### src/rtl/data_ram_arbiter_if.sv
// Purpose: one master's request/response bundle toward the data RAM arbiter.
// Latency: none, this is wiring only.
// Backpressure: the master holds req and its payload stable until ack returns.
interface data_ram_arbiter_if #(
    parameter int ADDR_W = 32,
    parameter int DATA_W = 32
);
    logic                  req;
    logic                  we;
    logic                  lock;
    logic [ADDR_W-1:0]     addr;
    logic [DATA_W/8-1:0]   sel;
    logic [DATA_W-1:0]     wdata;
    logic                  ack;
    logic [DATA_W-1:0]     rdata;
    logic                  gnt;

    modport master (
        output req, we, lock, addr, sel, wdata,
        input  ack, rdata, gnt
    );

    modport slave (
        input  req, we, lock, addr, sel, wdata,
        output ack, rdata, gnt
    );
endinterface

### src/rtl/data_ram_arbiter.sv
// Purpose: round-robin two-master arbiter for the single-port data RAM, with bounded burst lock.
// Latency: a request from idle is granted and acked the next cycle; the owner is acked every cycle it requests.
// Backpressure: a non-owner waits with req held (at most MAX_BURST beats); ack is the only completion signal.
module data_ram_arbiter #(
    parameter int ADDR_W    = 32,
    parameter int DATA_W    = 32,
    parameter int MAX_BURST = 4
) (
    input  logic                clk,
    input  logic                rst_n,
    data_ram_arbiter_if.slave   m0,
    data_ram_arbiter_if.slave   m1,
    output logic                ram_ce,
    output logic                ram_we,
    output logic [ADDR_W-1:0]   ram_addr,
    output logic [DATA_W/8-1:0] ram_sel,
    output logic [DATA_W-1:0]   ram_wdata,
    input  logic [DATA_W-1:0]   ram_rdata
);
    localparam int CNT_W = $clog2(MAX_BURST) + 1;
    localparam logic [CNT_W-1:0] HOLD_MAX = CNT_W'(MAX_BURST - 1);

    typedef enum logic [1:0] {IDLE, OWN0, OWN1} state_t;

    state_t           state, state_nx;
    logic             last, last_nx;       // 1 = master 1 was the most recent owner
    logic [CNT_W-1:0] hold_cnt, hold_nx;   // locked beats already granted back-to-back

    // Owner-relative view of the two masters, so both OWN states share one rule set.
    logic                own1;
    logic                owning;
    logic                own_req, own_lock, own_we, oth_req;
    logic [ADDR_W-1:0]   own_addr;
    logic [DATA_W/8-1:0] own_sel;
    logic [DATA_W-1:0]   own_wdata;
    logic                access;

    assign own1      = (state == OWN1);
    assign owning    = (state == OWN0) || (state == OWN1);
    assign own_req   = own1 ? m1.req   : m0.req;
    assign own_lock  = own1 ? m1.lock  : m0.lock;
    assign own_we    = own1 ? m1.we    : m0.we;
    assign own_addr  = own1 ? m1.addr  : m0.addr;
    assign own_sel   = own1 ? m1.sel   : m0.sel;
    assign own_wdata = own1 ? m1.wdata : m0.wdata;
    assign oth_req   = own1 ? m0.req   : m1.req;
    assign access    = owning && own_req;

    // Arbitration state; reset drops any in-flight beat immediately.
    always_ff @(posedge clk or negedge rst_n) begin
        if (!rst_n) begin
            state    <= IDLE;
            last     <= 1'b1;
            hold_cnt <= '0;
        end else begin
            state    <= state_nx;
            last     <= last_nx;
            hold_cnt <= hold_nx;
        end
    end

    // Next owner: a locked burst is honoured up to MAX_BURST beats, then the waiter gets a turn.
    always_comb begin
        state_nx = state;
        last_nx  = last;
        hold_nx  = '0;
        case (state)
            IDLE: begin
                if (m0.req && m1.req) state_nx = last ? OWN0 : OWN1;
                else if (m0.req)      state_nx = OWN0;
                else if (m1.req)      state_nx = OWN1;
            end
            OWN0, OWN1: begin
                if (own_req && own_lock && (hold_cnt < HOLD_MAX)) begin
                    hold_nx = hold_cnt + 1'b1;
                end else if (oth_req) begin
                    state_nx = own1 ? OWN0 : OWN1;
                    last_nx  = own1;
                end else if (!own_req) begin
                    state_nx = IDLE;
                    last_nx  = own1;
                end
            end
            default: state_nx = IDLE;
        endcase
    end

    // RAM pins follow the owner only while it actually requests; otherwise everything is quiet.
    always_comb begin
        ram_ce    = access;
        ram_we    = access && own_we;
        ram_addr  = access ? own_addr  : '0;
        ram_sel   = access ? own_sel   : '0;
        ram_wdata = access ? own_wdata : '0;
    end

    assign m0.gnt   = (state == OWN0);
    assign m1.gnt   = (state == OWN1);
    assign m0.ack   = (state == OWN0) && m0.req;
    assign m1.ack   = (state == OWN1) && m1.req;
    assign m0.rdata = (m0.ack && !m0.we) ? ram_rdata : '0;
    assign m1.rdata = (m1.ack && !m1.we) ? ram_rdata : '0;
endmodule

### src/flat_wrapper.sv
// flat-port wrapper written by rule: the top's interface ports become plain ports
module data_ram_arbiter_flat 
#(
    parameter int ADDR_W    = 32,
    parameter int DATA_W    = 32,
    parameter int MAX_BURST = 4
)
  (clk, rst_n, ram_ce, ram_we, ram_addr, ram_sel, ram_wdata, ram_rdata, m0_req, m0_we, m0_lock, m0_addr, m0_sel, m0_wdata, m0_ack, m0_rdata, m0_gnt, m1_req, m1_we, m1_lock, m1_addr, m1_sel, m1_wdata, m1_ack, m1_rdata, m1_gnt);
  data_ram_arbiter_if #(.ADDR_W(ADDR_W), .DATA_W(DATA_W)) m0_i ();
  data_ram_arbiter_if #(.ADDR_W(ADDR_W), .DATA_W(DATA_W)) m1_i ();
  input  logic clk;
  input  logic rst_n;
  output logic ram_ce;
  output logic ram_we;
  output logic [ADDR_W-1:0] ram_addr;
  output logic [DATA_W/8-1:0] ram_sel;
  output logic [DATA_W-1:0] ram_wdata;
  input  logic [DATA_W-1:0] ram_rdata;
  input wire logic [$bits(m0_i.req)-1:0] m0_req;
  input wire logic [$bits(m0_i.we)-1:0] m0_we;
  input wire logic [$bits(m0_i.lock)-1:0] m0_lock;
  input wire logic [$bits(m0_i.addr)-1:0] m0_addr;
  input wire logic [$bits(m0_i.sel)-1:0] m0_sel;
  input wire logic [$bits(m0_i.wdata)-1:0] m0_wdata;
  output wire logic [$bits(m0_i.ack)-1:0] m0_ack;
  output wire logic [$bits(m0_i.rdata)-1:0] m0_rdata;
  output wire logic [$bits(m0_i.gnt)-1:0] m0_gnt;
  input wire logic [$bits(m1_i.req)-1:0] m1_req;
  input wire logic [$bits(m1_i.we)-1:0] m1_we;
  input wire logic [$bits(m1_i.lock)-1:0] m1_lock;
  input wire logic [$bits(m1_i.addr)-1:0] m1_addr;
  input wire logic [$bits(m1_i.sel)-1:0] m1_sel;
  input wire logic [$bits(m1_i.wdata)-1:0] m1_wdata;
  output wire logic [$bits(m1_i.ack)-1:0] m1_ack;
  output wire logic [$bits(m1_i.rdata)-1:0] m1_rdata;
  output wire logic [$bits(m1_i.gnt)-1:0] m1_gnt;
  assign m0_i.req = m0_req;
  assign m0_i.we = m0_we;
  assign m0_i.lock = m0_lock;
  assign m0_i.addr = m0_addr;
  assign m0_i.sel = m0_sel;
  assign m0_i.wdata = m0_wdata;
  assign m0_ack = m0_i.ack;
  assign m0_rdata = m0_i.rdata;
  assign m0_gnt = m0_i.gnt;
  assign m1_i.req = m1_req;
  assign m1_i.we = m1_we;
  assign m1_i.lock = m1_lock;
  assign m1_i.addr = m1_addr;
  assign m1_i.sel = m1_sel;
  assign m1_i.wdata = m1_wdata;
  assign m1_ack = m1_i.ack;
  assign m1_rdata = m1_i.rdata;
  assign m1_gnt = m1_i.gnt;
  data_ram_arbiter #(.ADDR_W(ADDR_W), .DATA_W(DATA_W), .MAX_BURST(MAX_BURST)) u_core (.clk(clk), .rst_n(rst_n), .m0(m0_i), .m1(m1_i), .ram_ce(ram_ce), .ram_we(ram_we), .ram_addr(ram_addr), .ram_sel(ram_sel), .ram_wdata(ram_wdata), .ram_rdata(ram_rdata));
endmodule
### config.mk
export PLATFORM = sky130hd
export DESIGN_NAME = data_ram_arbiter_flat
export DESIGN_NICKNAME = d
export VERILOG_FILES = /design/src/rtl/data_ram_arbiter_if.sv /design/src/rtl/data_ram_arbiter.sv /design/src/flat_wrapper.sv
export SDC_FILE = /design/constraint.sdc
export NUM_CORES = 1
export LEC_CHECK = 0
export BUFFER_PORTS_ARGS = -buffer_cell sky130_fd_sc_hd__buf_2
export CORE_AREA = 5 5 119 121
export DETAILED_ROUTE_END_ITERATION = 8
export DIE_AREA = 0 0 124 126
export HOLD_SLACK_MARGIN = 0.06
export PLACE_DENSITY = 0.61
export SYNTH_ARGS = -nofsm -noshare
export SYNTH_HDL_FRONTEND = slang
export SYNTH_SLANG_ARGS = --single-unit
export TNS_END_PERCENT = 100
### constraint.sdc
create_clock -name clk -period 1.9 [get_ports clk]
set_clock_uncertainty 0.15 [all_clocks]
set_input_delay 0.285 -clock clk [delete_from_list [all_inputs] [get_ports clk]]
set_output_delay 0.285 -clock clk [all_outputs]
set_load 0.01 [all_outputs]
==> results.cfg, run 1 <==
[route]
drc = 0
num_vias = 3258
routed_via_density = 4.08
wl_per_cell_um = 16.3
drt_pass1_iterations = 4
ant_nets = 0
wl_um = 13000
first_iter_violations = 78

[clock_network]
path_clk_slew_ps = 40
cts-root-buf = clkbuf_16
cts_buffer_depth = 2
cts_inserted_buffers = 3
clock-sinks = 6
h-tree-depth = 1
cts_tree = built
clkLatencyLatePin_ps = 230

[cells_and_area]
final_nets = 805
antenna_cells = 0
stdcell_area_sq_um = 5070
final_cells = 798
fin_util_pct = 39.1
area_growth_syn_to_layout_pct = 162
drive_gt1_share_pct = 70.9
n_fill_cell = 1364

[worst_setup_path]
worstSetupStartpointType = flip-flop
path_class = reg2out
worst-endpoint-arrival_ps = 1760
path_delay_family = buffers and inverters
slowest_delay_ps = 380
crit_fanout = 8
critPathBufInv = 5
setup.worst_path.end_class = output pin
critPathRequiredTime_ps = 1460
crit_path_top_delay_cell = dfrtp_1
worstPathCellList = inv_2, buf_6, ha_4, buf_12, buf_12, mux2i_2, nor2_4, buf_6

[sta]
tightest_slew_ps = 238
maxSlewHeadroom_pct = 83.7
fin_crit_ps = 2200
finalWorstSetupSlack_ps = -297
finalCritPeriodShare_pct = 116
hold_viol_final = 0
final-setup-viol-count = 139
max_freq_mhz = 455
drv_slew = 0
rsz0062_at_grt = true

[pwr]
irDropWorstVdd_mv = 0.502
power_density_nw_per_um2 = 1310
p_leak_nw = 2.82

[synth]
yosys.cell_types.count = 29
synth.avg_cell_area_sq_um = 7.12
yosys.area.top_type_share_pct = 37.2
synth_top_cell_by_area = mux2i_1
syn-num-nets = 454
yosys_register_bits = 6
synth_area_leaders = mux2i_1 37%, and2_1 21%, nor2_1 14%
syn_inst = 272
syn_area_sq_um = 1940
seq_area_frac_synth_pct = 7.82
ys.warnings.count = 0

[global_routing]
grt_max_degree = 33
grt_antenna_before_repair = 0
grt_usage_pct = 13.1
grt-ovfl-total = 0
grt_pass1_vias = 3173
grt_pass1_wl_um = 16500

[floorplanning]
die_y_um = 126
core_sq_um = 13000
die_area_sq_um = 15600
rows = 42
io_pins = 314
die_width_um = 124
start_util_pct = 14.9

[run]
maxCapViolCount = 0

[run_status]
failed_checks = setup timing
status = complete, but fails checks

[placed_design]
placed_area_sq_um = 3940
port_buffers = 313
finalWeightedCongestion = 0.902
dp.cells = 765
hpwlAfterDp_um = 8840

[worst_hold_path]
hp-class = in2async
metal layers:
metal / GRT usage (%) / vias up / wire, um
li1: - / 1604 / -
met1: 16.0 / 1501 / 5040
met2: 24.1 / 145 / 6880
met3: 2.47 / 8 / 1030
met4: 1.74 / 0 / 67
met5: 0 / - / 0
Yosys cell counts:
master,number
nand2_1,2
nor4b_1,1
a211o_1,1
dfstp_2,1
a21o_1,1
and2_1,65
mux2_1,1
o22ai_1,1
o2111ai_1,1
nor2_1,71
o22ai_2,1
and2b_1,1
buf_2,15
nand2b_1,1
nand2_2,1
o22a_1,1
dfrtp_1,5
inv_1,8
mux2_4,2
mux2i_1,72
o21ai_0,1
o31ai_1,1
a32oi_2,1
clkbuf_1,6
a31oi_1,1
ha_1,6
and3_1,2
nor3_1,1
nor4_1,1
flip-flops by register name, indices dropped and copies added, names as in the netlist:
| name | count |
|---|---|
| u_core.hold_cnt | 3 |
| u_core.state | 2 |
| u_core.last | 1 |
placed cells by master, fill, tap and decap left out, types with 2 or more instances in the layout:
cell,count
buf_16,4
nand2_8,2
buf_6,22
mux2_4,3
buf_8,6
and3_1,2
and2_4,5
and2_1,60
mux2i_2,11
inv_1,5
ha_1,2
mux2i_1,50
dfrtp_1,4
nor2_4,13
clkbuf_16,12
nor2_2,13
ha_4,4
inv_2,3
buf_2,296
mux2i_4,11
nor2_1,45
buf_12,10
buf_4,18
cell type report:
class                      instances  area (sq um)  share of cell area (%)
timing repair buffer             366          2500                    49.3
sequential                         6           153                    3.01
clock buffer                       4          78.8                    1.55
tap                              176           220                    4.34
multi-input combinational        238          2090                    41.2
inverter                           8          30.0                   0.592
worst paths after layout:
check	cells after the start	end	startpoint	slack [ps]
max	8	ram_addr[20]	u_core.state[0]	-300
min	2	u_core.state[0]	rst_n	270
max reg2reg	8	u_core.state[0]	u_core.state[1]	-250
min reg2reg	1	u_core.hold_cnt[0]	u_core.hold_cnt[2]	290
max in group asynchronous	2	u_core.last	rst_n	1090
min in group clk	3	u_core.hold_cnt[0]	m0_lock	280
cell families after synthesis:
family / Yosys count / synth area share [%]
AOI/OAI and AO/OA: 10 / 4.52
adders and majority gates: 6 / 3.88
buffers and inverters: 29 / 6.59
DFF: 6 / 7.82
muxes: 75 / 39.3
and+or+nand+nor: 146 / 37.9
repair_timing:
action,in CTS,in global routing
gates resized for setup,35,100
setup endpoints to repair,137,138
buffers inserted,9,4
cloned,6,11
hold endpoints to repair,6,0
pin swaps,6,20
hold buffers,1,0
per-stage QoR:
stage / TNS (ps) / power, mW / worst slack, ps / hold WS (ps)
after detailed placement: -7930 / 4.09 / -116 / -17.4
final: -34630 / 6.65 / -297 / 273
after global routing: -42480 / 7.01 / -351 / 310
after global placement: -5540 / 4.08 / -94.3 / -18.1
after floorplan: -617 / 2.48 / -20.5 / -161
after CTS: -33850 / 5.48 / -310 / 274
power breakdown:
group / leakage [nW] / switching, mW / internal (mW) / total, mW
sequential: 0.0760 / 0.0429 / 0.178 / 0.221
clock: 0.0382 / 0.0836 / 0.280 / 0.363
combinational: 2.70 / 2.79 / 3.28 / 6.06
Power figures use the tool's default switching activity.
==> inputs of run 2 (changes only) <==
- CORE_AREA: 5 5 119 121 -> 5 5 120 122
- DIE_AREA: 0 0 124 126 -> 0 0 125 127
- PLACE_DENSITY: 0.61 -> 0.59
- clock period: 1.9 -> 2.1 ns (I/O delays scaled with it)
==> results.cfg, run 2 (synthesized netlist as in run 1, its figures left out) <==
[worst_setup_path]
critPathRequiredTime_ps = 1630
crit_path_top_delay_cell = dfrtp_1
worstSetupStartpointType = flip-flop
cp.depth = 8
worstPathCellList = inv_2, buf_6, ha_4, buf_12, buf_6, mux2i_1, nor2_1, buf_2
reg2regPathDepth = 8
path_class = reg2out
path_delay_family = buffers and inverters
worst-endpoint-arrival_ps = 1770
slowest_delay_ps = 380
crit_fanout = 10
setup.worst_path.end_class = output pin
crit_top_cell = buf_6
critPathBufInv = 5

[cells_and_area]
biggestRegsByFlops = u_core.hold_cnt: 3 flops, u_core.state: 2 flops, u_core.last: 1 flops
final_cell_mix = 276 x buf_2, 60 x mux2i_1, 58 x buf_6
top_register = u_core.hold_cnt
antenna_cells = 0
fin_util_pct = 38.2
final_cells = 805
final_common_cell = buf_2
final_nets = 812
drive_gt1_share_pct = 72.2
area_growth_syn_to_layout_pct = 158
n_fill_cell = 1324
largest_register_ffs = 3

[global_routing]
grt_pass1_wl_um = 17200
grt_antenna_before_repair = 1
grt_max_degree = 19
grt-ovfl-total = 0
grt_pass1_vias = 3150
grt_usage_pct = 13.1

[run_status]
failed_checks = setup timing
status = complete, but fails checks

[placed_design]
finalWeightedCongestion = 0.889
port_buffers = 313
post-place-ws_ps = 39.2
dp.cells = 765
hpwlAfterDp_um = 9080

[floorplanning]
start_util_pct = 14.8
rows = 42
die_width_um = 125
core_sq_um = 13100
die_area_sq_um = 15900
io_pins = 314
die_y_um = 127

[route]
wl_per_cell_um = 15.8
wl_um = 12700
ant_nets = 0
num_vias = 3305
routed_via_density = 4.11
first_iter_violations = 70
drc = 0
drt_pass1_iterations = 4

[clock_network]
cts-root-buf = clkbuf_16
path_clk_slew_ps = 30
cts_tree = built
clock-sinks = 6
clkLatencyLatePin_ps = 230
cts_buffer_depth = 2
cts_inserted_buffers = 3
h-tree-depth = 1

[sta]
finalCritPeriodShare_pct = 106
max_freq_mhz = 448
hold_viol_final = 0
maxSlewHeadroom_pct = 82.2
drv_slew = 0
finalHoldWorstSlack_ps = 291
tightest_slew_ps = 259
final-setup-viol-count = 130
rsz0062_at_grt = true
fin_crit_ps = 2230
finalWorstSetupSlack_ps = -131

[run]
maxCapViolCount = 0

[pwr]
power_density_nw_per_um2 = 1090
irDropWorstVdd_mv = 0.449
power_mw = 5.42
p_leak_nw = 2.83

[worst_hold_path]
hp-class = in2async
## run 2: worst paths after layout
check,slack (ps),to,startpoint
hold reg to reg,300,u_core.hold_cnt[0],u_core.hold_cnt[2]
setup reg to reg,-110,u_core.state[0],u_core.state[1]
min in group clk,300,u_core.hold_cnt[0],u_core.hold_cnt[2]
setup / recovery,-130,ram_addr[29],u_core.state[0]
max in group asynchronous,1280,u_core.last,rst_n
hold / removal,290,u_core.hold_cnt[2],rst_n
## run 2: timing repair
action | CTS | global route
endpoints found under the setup margin | 134 | 136
setup buffers | 14 | 11
hold endpoints to repair | 6 | 0
pin swaps | 4 | 43
gates resized for setup | 51 | 118
gates cloned | 11 | 3
hold buffers | 1 | 0
## run 2: layout make-up
cell class                 instances  area (sq um)  share of cell area [%]
inverter                           8          35.0                   0.701
timing repair buffer             374          2540                    50.9
sequential                         6           153                    3.06
clock buffer                       4          78.8                    1.58
multi-input combinational        237          1970                    39.4
tap                              176           220                    4.41
## run 2: through the flow
step | instance area [sq um] | setup TNS (ps)
2_1_floorplan | 1940 | 0
3_3_place_gp | 3890 | 0
6_report | 4990 | -9730
4_1_cts | 4460 | -11870
5_1_grt | 4990 | -17590
3_5_place_dp | 3890 | 0
## run 2: metal layers
| metal | vias up | track usage (%) | share of wire [%] |
|---|---|---|---|
| li1 | 1617 | - | - |
| met1 | 1525 | 15.8 | 39 |
| met2 | 150 | 24.3 | 53 |
| met3 | 11 | 3.13 | 7.2 |
| met4 | 2 | 1.79 | 0.71 |
| met5 | - | 0 | 0.10 |
## run 2: power by group
part	internal (mW)	switching [mW]
clock	0.252	0.0677
combinational	2.63	2.27
sequential	0.161	0.0401
total	3.05	2.37
